File: config.mk
export PLATFORM = sky130hd
export DESIGN_NAME = trees_spawn_scheduler
export DESIGN_NICKNAME = d
export VERILOG_FILES = /design/src/rtl/trees_spawn_scheduler.sv
export SDC_FILE = /design/constraint.sdc
export NUM_CORES = 1
export LEC_CHECK = 0
export ABC_AREA = 1
export CAP_MARGIN = 40
export CORE_ASPECT_RATIO = 2
export CORE_MARGIN = 3
export CORE_UTILIZATION = 52
export DETAILED_ROUTE_END_ITERATION = 12
export PLACE_DENSITY_LB_ADDON = 0.05
export SYNTH_ARGS = -nofsm -noshare
export SYNTH_HDL_FRONTEND = slang
export SYNTH_SLANG_ARGS = --single-unit
File: constraint.sdc
create_clock -name clk -period 2.5 [get_ports clk]
set_input_delay 0.375 -clock clk [delete_from_list [all_inputs] [get_ports clk]]
set_output_delay 0.375 -clock clk [all_outputs]
set_load 0.01 [all_outputs]
File: src/rtl/trees_spawn_scheduler.sv
// trees_spawn_scheduler: releases a per-level quota of trees into free slots at pseudo-random
// tick gaps, tracks retirements and pulses levelDone once the level has fully drained.
module trees_spawn_scheduler #(
    parameter int TREES_COUNT     = 16,
    parameter int BASE_TREES      = 4,
    parameter int TREES_PER_LEVEL = 2,
    parameter int MIN_GAP         = 3,
    parameter int GAP_MASK        = 7,
    parameter logic [15:0] LFSR_SEED = 16'hACE1
) (
    input  logic                   clk,
    input  logic                   resetN,
    input  logic                   startOfLevel,
    input  logic                   endLevel,
    input  logic                   oneTensSec,
    input  logic [3:0]             levelNumber,
    input  logic [TREES_COUNT-1:0] treeRetireVector,
    output logic [TREES_COUNT-1:0] enableTreesVector,
    output logic [4:0]             releasedCount,
    output logic                   busy,
    output logic                   levelDone
);
    typedef enum logic [1:0] {IDLE, WAIT_GAP, RELEASE, DRAIN} state_t;

    state_t                 r_state;
    logic [15:0]            r_lfsr;
    logic [4:0]             r_quota;
    logic [4:0]             r_gap;
    logic [4:0]             r_cnt;
    logic [TREES_COUNT-1:0] r_vec;
    logic                   r_done;

    logic [5:0]             w_quota_raw;
    logic [4:0]             w_quota;
    logic [4:0]             w_gap_load;
    logic [4:0]             w_cnt_inc;
    logic [TREES_COUNT-1:0] w_rel;
    logic [TREES_COUNT-1:0] w_vec_next;
    logic                   w_fb;

    assign w_fb        = r_lfsr[15] ^ r_lfsr[13] ^ r_lfsr[12] ^ r_lfsr[10];
    assign w_quota_raw = 6'(BASE_TREES) + 6'(TREES_PER_LEVEL) * {2'b00, levelNumber};
    assign w_quota     = (w_quota_raw > 6'(TREES_COUNT)) ? 5'(TREES_COUNT) : w_quota_raw[4:0];
    assign w_gap_load  = 5'(MIN_GAP) + {1'b0, r_lfsr[3:0] & 4'(GAP_MASK)};
    assign w_cnt_inc   = r_cnt + 5'd1;
    // lowest zero bit of the vector as it stood at the start of the cycle
    assign w_rel       = (r_state == RELEASE) ? (~r_vec & (r_vec + 1'b1)) : '0;
    assign w_vec_next  = (r_vec & ~treeRetireVector) | w_rel;

    assign enableTreesVector = r_vec;
    assign releasedCount     = r_cnt;
    assign busy              = (r_state != IDLE);
    assign levelDone         = r_done;

    always_ff @(posedge clk or negedge resetN) begin
        if (!resetN) begin
            r_state <= IDLE;
            r_lfsr  <= LFSR_SEED;
            r_quota <= '0;
            r_gap   <= '0;
            r_cnt   <= '0;
            r_vec   <= '0;
            r_done  <= 1'b0;
        end else begin
            r_lfsr <= {r_lfsr[14:0], w_fb};
            r_done <= 1'b0;
            r_vec  <= w_vec_next;
            if (endLevel) begin
                r_vec   <= '0;
                r_state <= IDLE;
            end else if (startOfLevel) begin
                r_vec   <= '0;
                r_quota <= w_quota;
                r_cnt   <= '0;
                r_gap   <= w_gap_load;
                r_state <= (w_quota == 5'd0) ? DRAIN : WAIT_GAP;
            end else begin
                case (r_state)
                    WAIT_GAP: if (oneTensSec) begin
                        r_gap <= r_gap - 5'd1;
                        if (r_gap == 5'd1) r_state <= RELEASE;
                    end
                    RELEASE: begin
                        r_cnt <= w_cnt_inc;
                        if (w_cnt_inc == r_quota) r_state <= DRAIN;
                        else begin
                            r_gap   <= w_gap_load;
                            r_state <= WAIT_GAP;
                        end
                    end
                    DRAIN: if (w_vec_next == '0) begin
                        r_done  <= 1'b1;
                        r_state <= IDLE;
                    end
                    default: ;
                endcase
            end
        end
    end
endmodule

==> summary.md, run 1 <==
| Metric | Value |
|---|---|
| CP top delay family | `simple AND/OR/NAND/NOR gates` |
| Reg clk slew, reported paths | `0.10 ns` |
| Top FF cell, synth | `dfrtp_1` |
| Clock Path Buffers | `2` |
| First-pass GRT wire length | `10,000 um` |
| CTS tree | `built` |
| Clk_skew | `0.0107 ns` |
| Hold/Removal Path Class | `in -> async` |
| HPWL Detailed | `4420 um` |
| Pint | `1.20 mW` |
| Worst endpoint required time | `2.70 ns` |
| Crit end category | `flip-flop` |
| Status | `complete, no violations` |
| Via density | `5.12` |
| Number of distinct library cells after synthesis | `27` |
| Initial antenna violation count | `0` |
| Area Overhead vs Synth | `24.2%` |
| Clock Tree Root | `clkbuf_8` |
| Max-cap check violation count | `0` |
| Core Area | `0.00473 mm^2` |
| Critical path, cell by cell | `inv_1, ha_1, o21ai_1, nand2_1, nor2_1, nand2_1, nor2_1, nand2_1, nor2_2, nand2_2, nand2_2, nand2_2, nand2_1, nand2_1` |
| Most common cell type on the critical path | `nand2_1` |
| Worst-path maximum fanout | `9` |
| Post-synth ARST share | `1.00` |
| Total CTS buffers | `5` |
| Max-slew headroom | `0.570` |
| Crit path time final | `2.10 ns` |
| Layout cells sized above 1 | `0.117` |
| Unrepaired setup endpoints after global routing | `false` |
| # diodes | `0` |
| Post-CTS Setup Bufs | `0` |
| Clk_lat worst skew | `0.31 ns` |
| Wire per inst | `13.0 um` |
| GRT Total Usage | `0.211` |
| Gate Count Post-Synth | `328` |
| WS Path Type | `reg -> reg` |
| Sequential share of the synthesized area | `0.476` |
| Setup crit start kind | `flip-flop` |
| Row count | `35` |
| Die height | `106 um` |
| DR pass1 iterations | `4` |
| Fin. Hold Viols | `0` |
| Leading area contributor after synthesis | `dfrtp_1` |
| Die width | `56.0 um` |
| Total wire length | `5710 um` |
| Max-slew violation count | `0` |
| Flop pwr share | `0.504` |
| DRC | `0` |
| Sw power | `0.548 mW` |
| Peak supply drop | `0.601 mV` |
| Synth top area share | `0.395` |
| Gate power share | `0.207` |
| Period Utilization, post-route | `0.840` |
| PD cells | `541 mW/mm^2` |
| Post-synthesis register bit count | `49` |
| Arrival @ worst endpoint | `2.30 ns` |
| Hold_ws | `0.0762 ns` |
| Clock Power Share | `0.289` |
| Post-DRT Antenna Nets | `0` |
| Final setup TNS | `0 ns` |
| Synthesized net count | `362` |
| Avg Cell Area, Syn | `7.92 um^2` |
| Final setup viols | `0` |
| Sw Ratio | `0.314` |
| Worst path max stage delay | `0.41 ns` |
| Vias in the first global route | `2,363` |
| # port buffers | `47` |
| Overflow left after global routing | `0` |
| Buf+Inv Stages, Crit Path | `1` |
| Largest cells by area after synthesis | `dfrtp_1, nand2_1, dfstp_2` |
| YS warnings | `0` |
| Most numerous cell in the Yosys netlist | `nand2_1` |
| Initial Util | `0.549` |
| Synth Cell Area | `0.00260 mm^2` |
| Fmax | `476 MHz` |
| Total clock sinks | `49` |
| Commonest cells post-synth | `nand2_1, nor2_1, inv_1` |
| Routability cong. | `0.839` |
| Nets | `416` |
| Initial drt markers | `66` |
| Worst path slowest cell | `dfrtp_1` |
| LEAKAGE | `1.57 nW` |
| I/O Pins | `48` |
| Die area | `0.00593 mm^2` |
| Slew @ Worst Pin | `0.646 ns` |
| H-tree Lvls | `2` |
| Post_cts resized | `0` |
| DR vias | `2,241` |
| Cts-stage hold buffer count | `0` |
| Largest net degree at the start of global routing | `29` |
| Post-synth EDFFs | `0` |
[cells in the final DEF, fill, tap and decap left out, drive strengths merged]
cell type,count
a21oi,16
nand3,28
or2,2
nand4,5
clkdlybuf4s50,46
clkinv,2
a31oi,2
nor3,3
nor2,60
inv,57
clkbuf,5
xnor2,3
dfstp,8
buf,4
xor2,1
ha,9
o21ai,12
nand2,72
dfrtp,41
o22ai,7
[final cells by class]
type | instances | area [um^2]
tap | 55 | 68.8
clock inverter | 3 | 28.8
fill | 417 | 1500
sequential | 49 | 1240
multi-input combinational | 220 | 1120
inverter | 56 | 215
clock buffer | 5 | 68.8
timing repair buffer | 50 | 488
[state kept, by name, summed over array words and instances (netlist names)]
signal	flops
enableTreesVector	16
r_state	2
r_quota	4
releasedCount	5
r_gap	5
r_lfsr	16
levelDone	1
[power groups by stage]
stage                     registers (mW)  clock network (mW)  logic [mW]
after CTS                          0.880               0.524       0.365
final                              0.881               0.505       0.361
after floorplan                    0.892                   0       0.221
after detailed placement           0.895                   0       0.362
after global routing               0.889               0.547       0.417
after global placement             0.893                   0       0.356
[cells by family (layout without fill, tap and decap cells)]
| kind of cell | count (synthesis) | after routing | synth area share |
|---|---|---|---|
| buffers and inverters | 59 | 114 | 0.0930 |
| AOI/OAI and AO/OA | 37 | 37 | 0.0756 |
| xor gates and xnor gates | 4 | 4 | 0.0135 |
| adders and majority gates | 9 | 9 | 0.0434 |
| and+or+nand+nor | 170 | 170 | 0.299 |
| DFF | 49 | 49 | 0.476 |
[metal layers]
| metal | GRT usage | share of wire | up-vias |
|---|---|---|---|
| li1 | - | - | 1133 |
| met3 | 0.0304 | 0.034 | 8 |
| met1 | 0.219 | 0.38 | 1044 |
| met5 | 0 | 0 | - |
| met4 | 0.0798 | 0.018 | 0 |
| met2 | 0.410 | 0.57 | 56 |
[stage by stage]
stage	power (mW)	std cells	area, um^2	worst slack [ns]	util
4_1_cts	1.77	438	3230	0.397	0.682
6_report	1.75	438	3230	0.399	0.682
3_5_place_dp	1.26	430	3130	0.417	0.661
2_1_floorplan	1.11	328	2600	0.771	-
5_1_grt	1.85	438	3230	0.159	0.682
3_3_place_gp	1.25	430	3130	0.448	0.661
[worst paths after layout]
| kind | startpoint | endpoint | slack (ns) | depth (start not counted) |
|---|---|---|---|---|
| setup reg to reg | r_state[0] | r_state[1] | 0.40 | 14 |
| max in group asynchronous | resetN | r_lfsr[0] | 1.73 | 2 |
| hold / removal | resetN | enableTreesVector[1] | 0.08 | 1 |
| min in group clk | r_lfsr[6] | r_lfsr[7] | 0.35 | 0 |
| setup / recovery | r_state[0] | r_state[1] | 0.40 | 14 |
| hold reg to reg | r_lfsr[6] | r_lfsr[7] | 0.35 | 0 |
Power figures use the tool's default switching activity.
==> run 2: changes to the inputs <==
==> constraint.sdc (replaced) <==
create_clock -name clk -period 2.1 [get_ports clk]
set_input_delay 0.315 -clock clk [delete_from_list [all_inputs] [get_ports clk]]
set_output_delay 0.315 -clock clk [all_outputs]
set_load 0.01 [all_outputs]
==> run 2 against run 1 <==
Routed wire length is 0.63% higher. Worst setup slack got worse by 0.23 ns. Clock power increased by 20%. Sequential share of layout area fell by 0.40 points. Via count increased by 0.49%. Hold slack better by 0.0039 ns. Flip-flop and latch count is the same. Final cell count is 0.46% higher. Die area is the same. Largest cell class unchanged. Largest power group unchanged. Highest routed layer unchanged.
==> summary.md, run 2 (same netlist as run 1, synthesis figures left out) <==
| Metric | Value |
|---|---|
| Clock Power Share | `0.289 (about the same)` |
| Via density | `5.12 (about the same)` |
| Initial antenna violation count | `0 (unchanged)` |
| Nets | `418 (was 416)` |
| Most frequent cells in the layout | `nand2_1, nor2_1, inv_1 (unchanged)` |
| Initial Util | `0.549 (unchanged)` |
| Period Utilization, post-route | `0.917` |
| Overflow left after global routing | `0 (unchanged)` |
| Worst R2R Setup Slack | `0.26 ns (was 0.40 ns)` |
| Die height | `106 um (unchanged)` |
| Flop pwr share | `0.501 (was 0.504)` |
| Clk_skew | `0.00701 ns (was 0.0107 ns)` |
| Core Area | `0.00473 mm^2 (unchanged)` |
| GRT Total Usage | `0.211 (about the same)` |
| Pint | `1.46 mW (was 1.20 mW)` |
| Clk_lat worst skew | `0.30 ns (was 0.31 ns)` |
| Final setup viols | `0 (unchanged)` |
| R2R depth | `16 (was 14)` |
| Fin. Hold Viols | `0 (unchanged)` |
| Worst flop-to-flop path endpoint | `r_state[1] (unchanged)` |
| DR pass1 iterations | `4 (unchanged)` |
| CTS tree | `built (unchanged)` |
| Post-DRT Antenna Nets | `0 (unchanged)` |
| Worst path max stage delay | `0.53 ns (was 0.41 ns)` |
| Reg clk slew, reported paths | `0.10 ns (about the same)` |
| Worst r2r src | `r_state[0] (unchanged)` |
| Max-cap check violation count | `0 (unchanged)` |
| Peak supply drop | `0.716 mV (was 0.601 mV)` |
| Wire per inst | `13.1 um (was 13.0 um)` |
| LEAKAGE | `1.58 nW (was 1.57 nW)` |
| Final setup TNS | `0 ns (unchanged)` |
| Util after Layout | `0.689 (was 0.682)` |
| Number of instances in the placed design | `431 (was 430)` |
| Max-slew headroom | `0.478 (was 0.570)` |
| Sw Ratio | `0.302 (was 0.314)` |
| WS Path Type | `reg -> out (was reg -> reg)` |
| H-tree Lvls | `2 (unchanged)` |
| Setup crit start kind | `flip-flop (unchanged)` |
| Hold/Removal Path Class | `in -> async (unchanged)` |
| Crit end category | `output pin (was flip-flop)` |
| Layout cells sized above 1 | `0.127 (was 0.117)` |
| Vias in the first global route | `2,257 (was 2,363)` |
| Commonest non-fill, non-tap cell in the layout | `nand2_1 (unchanged)` |
| Critical path, cell by cell | `inv_1, ha_1, inv_1, clkdlybuf4s50_1 (was inv_1, ha_1, o21ai_1, nand2_1, nor2_1, nand2_1, nor2_1, nand2_1, nor2_2, nand2_2, nand2_2, nand2_2, nand2_1, nand2_1)` |
| DR vias | `2,252 (was 2,241)` |
| Hold_ws | `0.0801 ns (was 0.0762 ns)` |
| PD cells | `642 mW/mm^2 (was 541 mW/mm^2)` |
| Gate power share | `0.210 (was 0.207)` |
| Slew @ Worst Pin | `0.784 ns (was 0.646 ns)` |
| # diodes | `0 (unchanged)` |
| Total wire length | `5750 um (was 5710 um)` |
| Fmax | `519 MHz` |
| Initial drt markers | `97 (was 66)` |
| Place WS | `0.00121 ns (was 0.417 ns)` |
| Clock Path Buffers | `2 (unchanged)` |
| Arrival @ worst endpoint | `1.61 ns (was 2.30 ns)` |
| Worst-path maximum fanout | `4 (was 9)` |
| Worst path slowest cell | `clkdlybuf4s50_1 (was dfrtp_1)` |
| Die width | `56.0 um (unchanged)` |
| Worst endpoint required time | `1.78 ns (was 2.70 ns)` |
| Total CTS buffers | `5 (unchanged)` |
| Die area | `0.00593 mm^2 (unchanged)` |
| Most common cell type on the critical path | `inv_1 (was nand2_1)` |
| Routability cong. | `0.855 (was 0.839)` |
| # port buffers | `47 (unchanged)` |
| Non-Filler Instances | `440 (was 438)` |
| Cts-stage hold buffer count | `0 (unchanged)` |
| Max-slew violation count | `0 (unchanged)` |
| HPWL Detailed | `4470 um (was 4420 um)` |
| Crit path time final | `1.93 ns` |
| Clock Tree Root | `clkbuf_8 (unchanged)` |
| Row count | `35 (unchanged)` |
| Area Overhead vs Synth | `25.5% (was 24.2%)` |
| Sw power | `0.632 mW (was 0.548 mW)` |
| Largest net degree at the start of global routing | `36 (was 29)` |
| First-pass GRT wire length | `9980 um (was 10,000 um)` |
| Setup ws final | `0.174 ns (was 0.399 ns)` |
| Unrepaired setup endpoints after global routing | `false (unchanged)` |
| DRC | `0 (unchanged)` |
| Total clock sinks | `49 (unchanged)` |
| Status | `complete, no violations (unchanged)` |
| I/O Pins | `48 (unchanged)` |
run 2: cell types whose count changed in the layout (fill, tap and decap cells not counted), sizes merged:
| cell | delta |
|---|---|
| buf | +2 |
| clkbuf | +1 |
| inv | -1 |
run 2: what timing repair did:
| action | 4_1_cts | 5_1_grt |
|---|---|---|
| buffers inserted | 0 | 1 |
| gates resized for setup | 1 | 2 |
| pin swaps | 0 | 0 |
| endpoints found under the setup margin | 2 | 2 |
run 2: critical path: cells and delay by family, from the launching register on:
kind	cells	cell delay, ns
adder cells (fa/ha/maj)	1	0.18
buffers and inverters	3	0.68
flip-flops	1	0.45
run 2: stage by stage:
stage / instance area [um^2] / power (mW)
3_3_place_gp: 3140 / 1.49
4_1_cts: 3240 / 2.10
2_1_floorplan: 2600 / 1.32
6_report: 3260 / 2.09
5_1_grt: 3260 / 2.23
3_5_place_dp: 3140 / 1.50
run 2: power by group through the flow:
| stage | registers, mW | logic [mW] | clock network, mW |
|---|---|---|---|
| floorplan | 1.06 | 0.263 | 0 |
| global placement | 1.06 | 0.424 | 0 |
| detailed placement | 1.07 | 0.431 | 0 |
| CTS | 1.05 | 0.434 | 0.623 |
| global route | 1.06 | 0.509 | 0.659 |
| finish | 1.05 | 0.440 | 0.604 |
run 2: cell type report:
| class | count | area [um^2] |
|---|---|---|
| clock buffer | 6 | 82.6 |
| clock inverter | 2 | 17.5 |
| fill | 403 | 1470 |
| inverter | 56 | 215 |
| multi-input combinational | 220 | 1140 |
| sequential | 49 | 1240 |
| tap | 55 | 68.8 |
| timing repair buffer | 52 | 503 |
run 2: worst max path at each step:
stage	start	endpoint	slack [ns]	cells past startpoint
detailed placement	r_state[0]	r_state[1]	0.001	14
finish	r_state[1]	busy	0.17	4
floorplan	r_state[0]	r_state[1]	0.37	16
global placement	r_state[0]	r_state[1]	0.05	14
CTS	r_state[0]	r_state[1]	0.11	14
global route	r_state[0]	r_state[1]	0.009	16
run 2: routing by layer:
layer,GRT usage,routed length (um),up-vias
met2,0.391,3140,61
met1,0.229,2190,1033
met3,0.0292,217,17
met5,0,0,-
li1,-,-,1141
met4,0.100,192,0
==> run 3: changes to the inputs <==
--- a/config.mk
+++ b/config.mk
@@ -8,7 +8,7 @@
 export ABC_AREA = 1
 export CAP_MARGIN = 40
 export CORE_ASPECT_RATIO = 2
-export CORE_MARGIN = 3
+export CORE_MARGIN = 2
 export CORE_UTILIZATION = 52
 export DETAILED_ROUTE_END_ITERATION = 12
 export PLACE_DENSITY_LB_ADDON = 0.05
==> run 3 against run 2 <==
First-iteration DRC count is 59% lower. Combinational power increased by 1%. Non-clock buffer count rose by 4. Via count up 0.71%. Final cell count is 1.4% higher. Hold slack gained 0.28 ns. Flip-flop and latch count is the same. Clock power is 5.8% lower. Die area fell by 5.4%. Total power is 1.4% lower. Worst setup slack improved by 0.0029 ns. Largest cell class unchanged. Largest power group unchanged. Highest routed layer unchanged.
==> summary.md, run 3 (same netlist as run 1, synthesis figures left out) <==
| Metric | Value |
|---|---|
| First-pass GRT wire length | `9710 um (was 9980 um)` |
| Worst R2R Setup Slack | `0.18 ns (was 0.26 ns)` |
| Core Area | `0.00482 mm^2 (was 0.00473 mm^2)` |
| Place WS | `0.119 ns (was 0.00121 ns)` |
| # diodes | `0 (unchanged)` |
| Commonest non-fill, non-tap cell in the layout | `nand2_1 (unchanged)` |
| Die area | `0.00561 mm^2 (was 0.00593 mm^2)` |
| CP startpoint | `r_state[0] (was r_state[1])` |
| Worst endpoint required time | `2.31 ns (was 1.78 ns)` |
| Total clock sinks | `49 (unchanged)` |
| Hold/Removal Path Class | `reg -> reg (was in -> async)` |
| Arrival @ worst endpoint | `2.14 ns (was 1.61 ns)` |
| Max-cap check violation count | `0 (unchanged)` |
| Max-slew violation count | `0 (unchanged)` |
| CP top delay family | `simple AND/OR/NAND/NOR gates (was buffers and inverters)` |
| Layout cells sized above 1 | `0.131 (was 0.127)` |
| Most frequent cells in the layout | `nand2_1, nor2_1, inv_1 (unchanged)` |
| Die height | `104 um (was 106 um)` |
| Max-slew headroom | `0.680 (was 0.478)` |
| Initial drt markers | `40 (was 97)` |
| LEAKAGE | `1.60 nW (was 1.58 nW)` |
| DR pass1 iterations | `5 (was 4)` |
| Clk_skew | `0.00725 ns (was 0.00701 ns)` |
| R2R depth | `17 (was 16)` |
| Critical path, cell by cell | `inv_1, ha_2, buf_4, nand2_2, inv_1, nand2_1, nand2_1, nor2_1, nand2_1, nor2_1, nand2_1, nor2_2, nand2_2, nand2_2, nand2_2, nand2_1, nand2_1 (was inv_1, ha_1, inv_1, clkdlybuf4s50_1)` |
| GRT Total Usage | `0.232 (was 0.211)` |
| Vias in the first global route | `2,275 (was 2,257)` |
| Wire per inst | `12.9 um (was 13.1 um)` |
| Overflow left after global routing | `0 (unchanged)` |
| Fmax | `520 MHz (was 519 MHz)` |
| Period Utilization, post-route | `0.916 (was 0.917)` |
| HPWL Detailed | `4370 um (was 4470 um)` |
| Largest net degree at the start of global routing | `29 (was 36)` |
| Buf+Inv Stages, Crit Path | `3 (unchanged)` |
| Slew @ Worst Pin | `0.480 ns (was 0.784 ns)` |
| # port buffers | `47 (unchanged)` |
| Routability cong. | `0.838 (was 0.855)` |
| Unrepaired setup endpoints after global routing | `false (unchanged)` |
| CP endpoint | `r_state[1] (was busy)` |
| Area Overhead vs Synth | `26.4% (was 25.5%)` |
| Initial antenna violation count | `0 (unchanged)` |
| Fin. Hold Viols | `0 (unchanged)` |
| I/O Pins | `48 (unchanged)` |
| Via density | `5.09 (was 5.12)` |
| Worst-path maximum fanout | `6 (was 4)` |
| Post-DRT Antenna Nets | `0 (unchanged)` |
| CTS tree | `built (unchanged)` |
| Peak supply drop | `0.756 mV (was 0.716 mV)` |
| Total CTS buffers | `5 (unchanged)` |
| Initial Util | `0.539 (was 0.549)` |
| Worst flop-to-flop path endpoint | `r_state[1] (unchanged)` |
| Levels on crit path | `17 (was 4)` |
| Most common cell type on the critical path | `nand2_1 (was inv_1)` |
| Clock Tree Root | `clkbuf_8 (unchanged)` |
| Crit path time final | `1.92 ns (was 1.93 ns)` |
| Reg clk slew, reported paths | `0.09 ns (was 0.10 ns)` |
| Setup ws final | `0.176 ns (was 0.174 ns)` |
| Final Power | `2.06 mW (was 2.09 mW)` |
| Die width | `54.0 um (was 56.0 um)` |
| Setup crit start kind | `flip-flop (unchanged)` |
| Status | `complete, no violations (unchanged)` |
| DRC | `0 (unchanged)` |
| Final setup TNS | `0 ns (unchanged)` |
| Worst path slowest cell | `dfrtp_1 (was clkdlybuf4s50_1)` |
| WS Path Type | `reg -> reg (was reg -> out)` |
| H-tree Lvls | `2 (unchanged)` |
| Clk_lat worst skew | `0.31 ns (was 0.30 ns)` |
| PD cells | `629 mW/mm^2 (was 642 mW/mm^2)` |
| Min-Delay Startpoint | `r_lfsr[5]` |
| Crit end category | `flip-flop (was output pin)` |
| Worst r2r src | `r_state[0] (unchanged)` |
| Total wire length | `5730 um (was 5750 um)` |
| DR vias | `2,268 (was 2,252)` |
| Row count | `36 (was 35)` |
| Util after Layout | `0.681 (was 0.689)` |
| Final setup viols | `0 (unchanged)` |
| Clock Path Buffers | `2 (unchanged)` |
| Worst path max stage delay | `0.40 ns (was 0.53 ns)` |
| Nets | `422 (was 418)` |
[run 3: worst min-delay path by stage]
stage	to	slack (ns)	depth (start not counted)
global route	r_lfsr[7]	0.36	0
detailed placement	r_lfsr[14]	0.30	1
CTS	r_lfsr[6]	0.36	0
floorplan	enableTreesVector[0]	0.02	0
finish	r_lfsr[6]	0.36	0
global placement	r_lfsr[14]	0.29	1
[run 3: power by group]
part,switching (mW),internal (mW)
logic,0.248,0.198
clock network,0.331,0.238
registers,0.0514,0.997
[run 3: stage by stage]
step                      hold WS, ns  instance area (um^2)  std cells
after floorplan                0.0194                  2600        328
after global placement          0.294                  3170        435
after detailed placement        0.301                  3170        435
after CTS                       0.361                  3260        444
after global routing            0.365                  3280        446
final                           0.360                  3280        446
[run 3: cell type report]
cell class | count | area [um^2]
clock buffers | 6 | 72.6
clock inverters | 2 | 13.8
fillers | 426 | 1540
inverters | 56 | 215
multi-input cells | 220 | 1130
flip-flops and latches | 49 | 1240
well taps | 57 | 71.3
repair buffers | 56 | 548
[run 3: worst reg2reg max path, delay by kind of cell, from the launching register on]
kind / cells / cell delay, ns
AND/OR/NAND/NOR: 13 / 0.92
buffers and inverters: 3 / 0.29
flip-flops: 1 / 0.40
adder cells (fa/ha/maj): 1 / 0.21
[run 3: metal layers]
metal	track usage	routed length, um	vias up
met5	0	0	-
met4	0.120	188	0
met3	0.0417	218	15
met2	0.402	3100	54
met1	0.253	2230	1050
li1	-	-	1149
[run 3: repair_timing]
action | CTS | global route
setup endpoints to repair | 0 | 2
resized for setup | 0 | 2
hold buffers | 1 | 0
buffers inserted | 0 | 2
endpoints found under the hold margin | 13 | 0
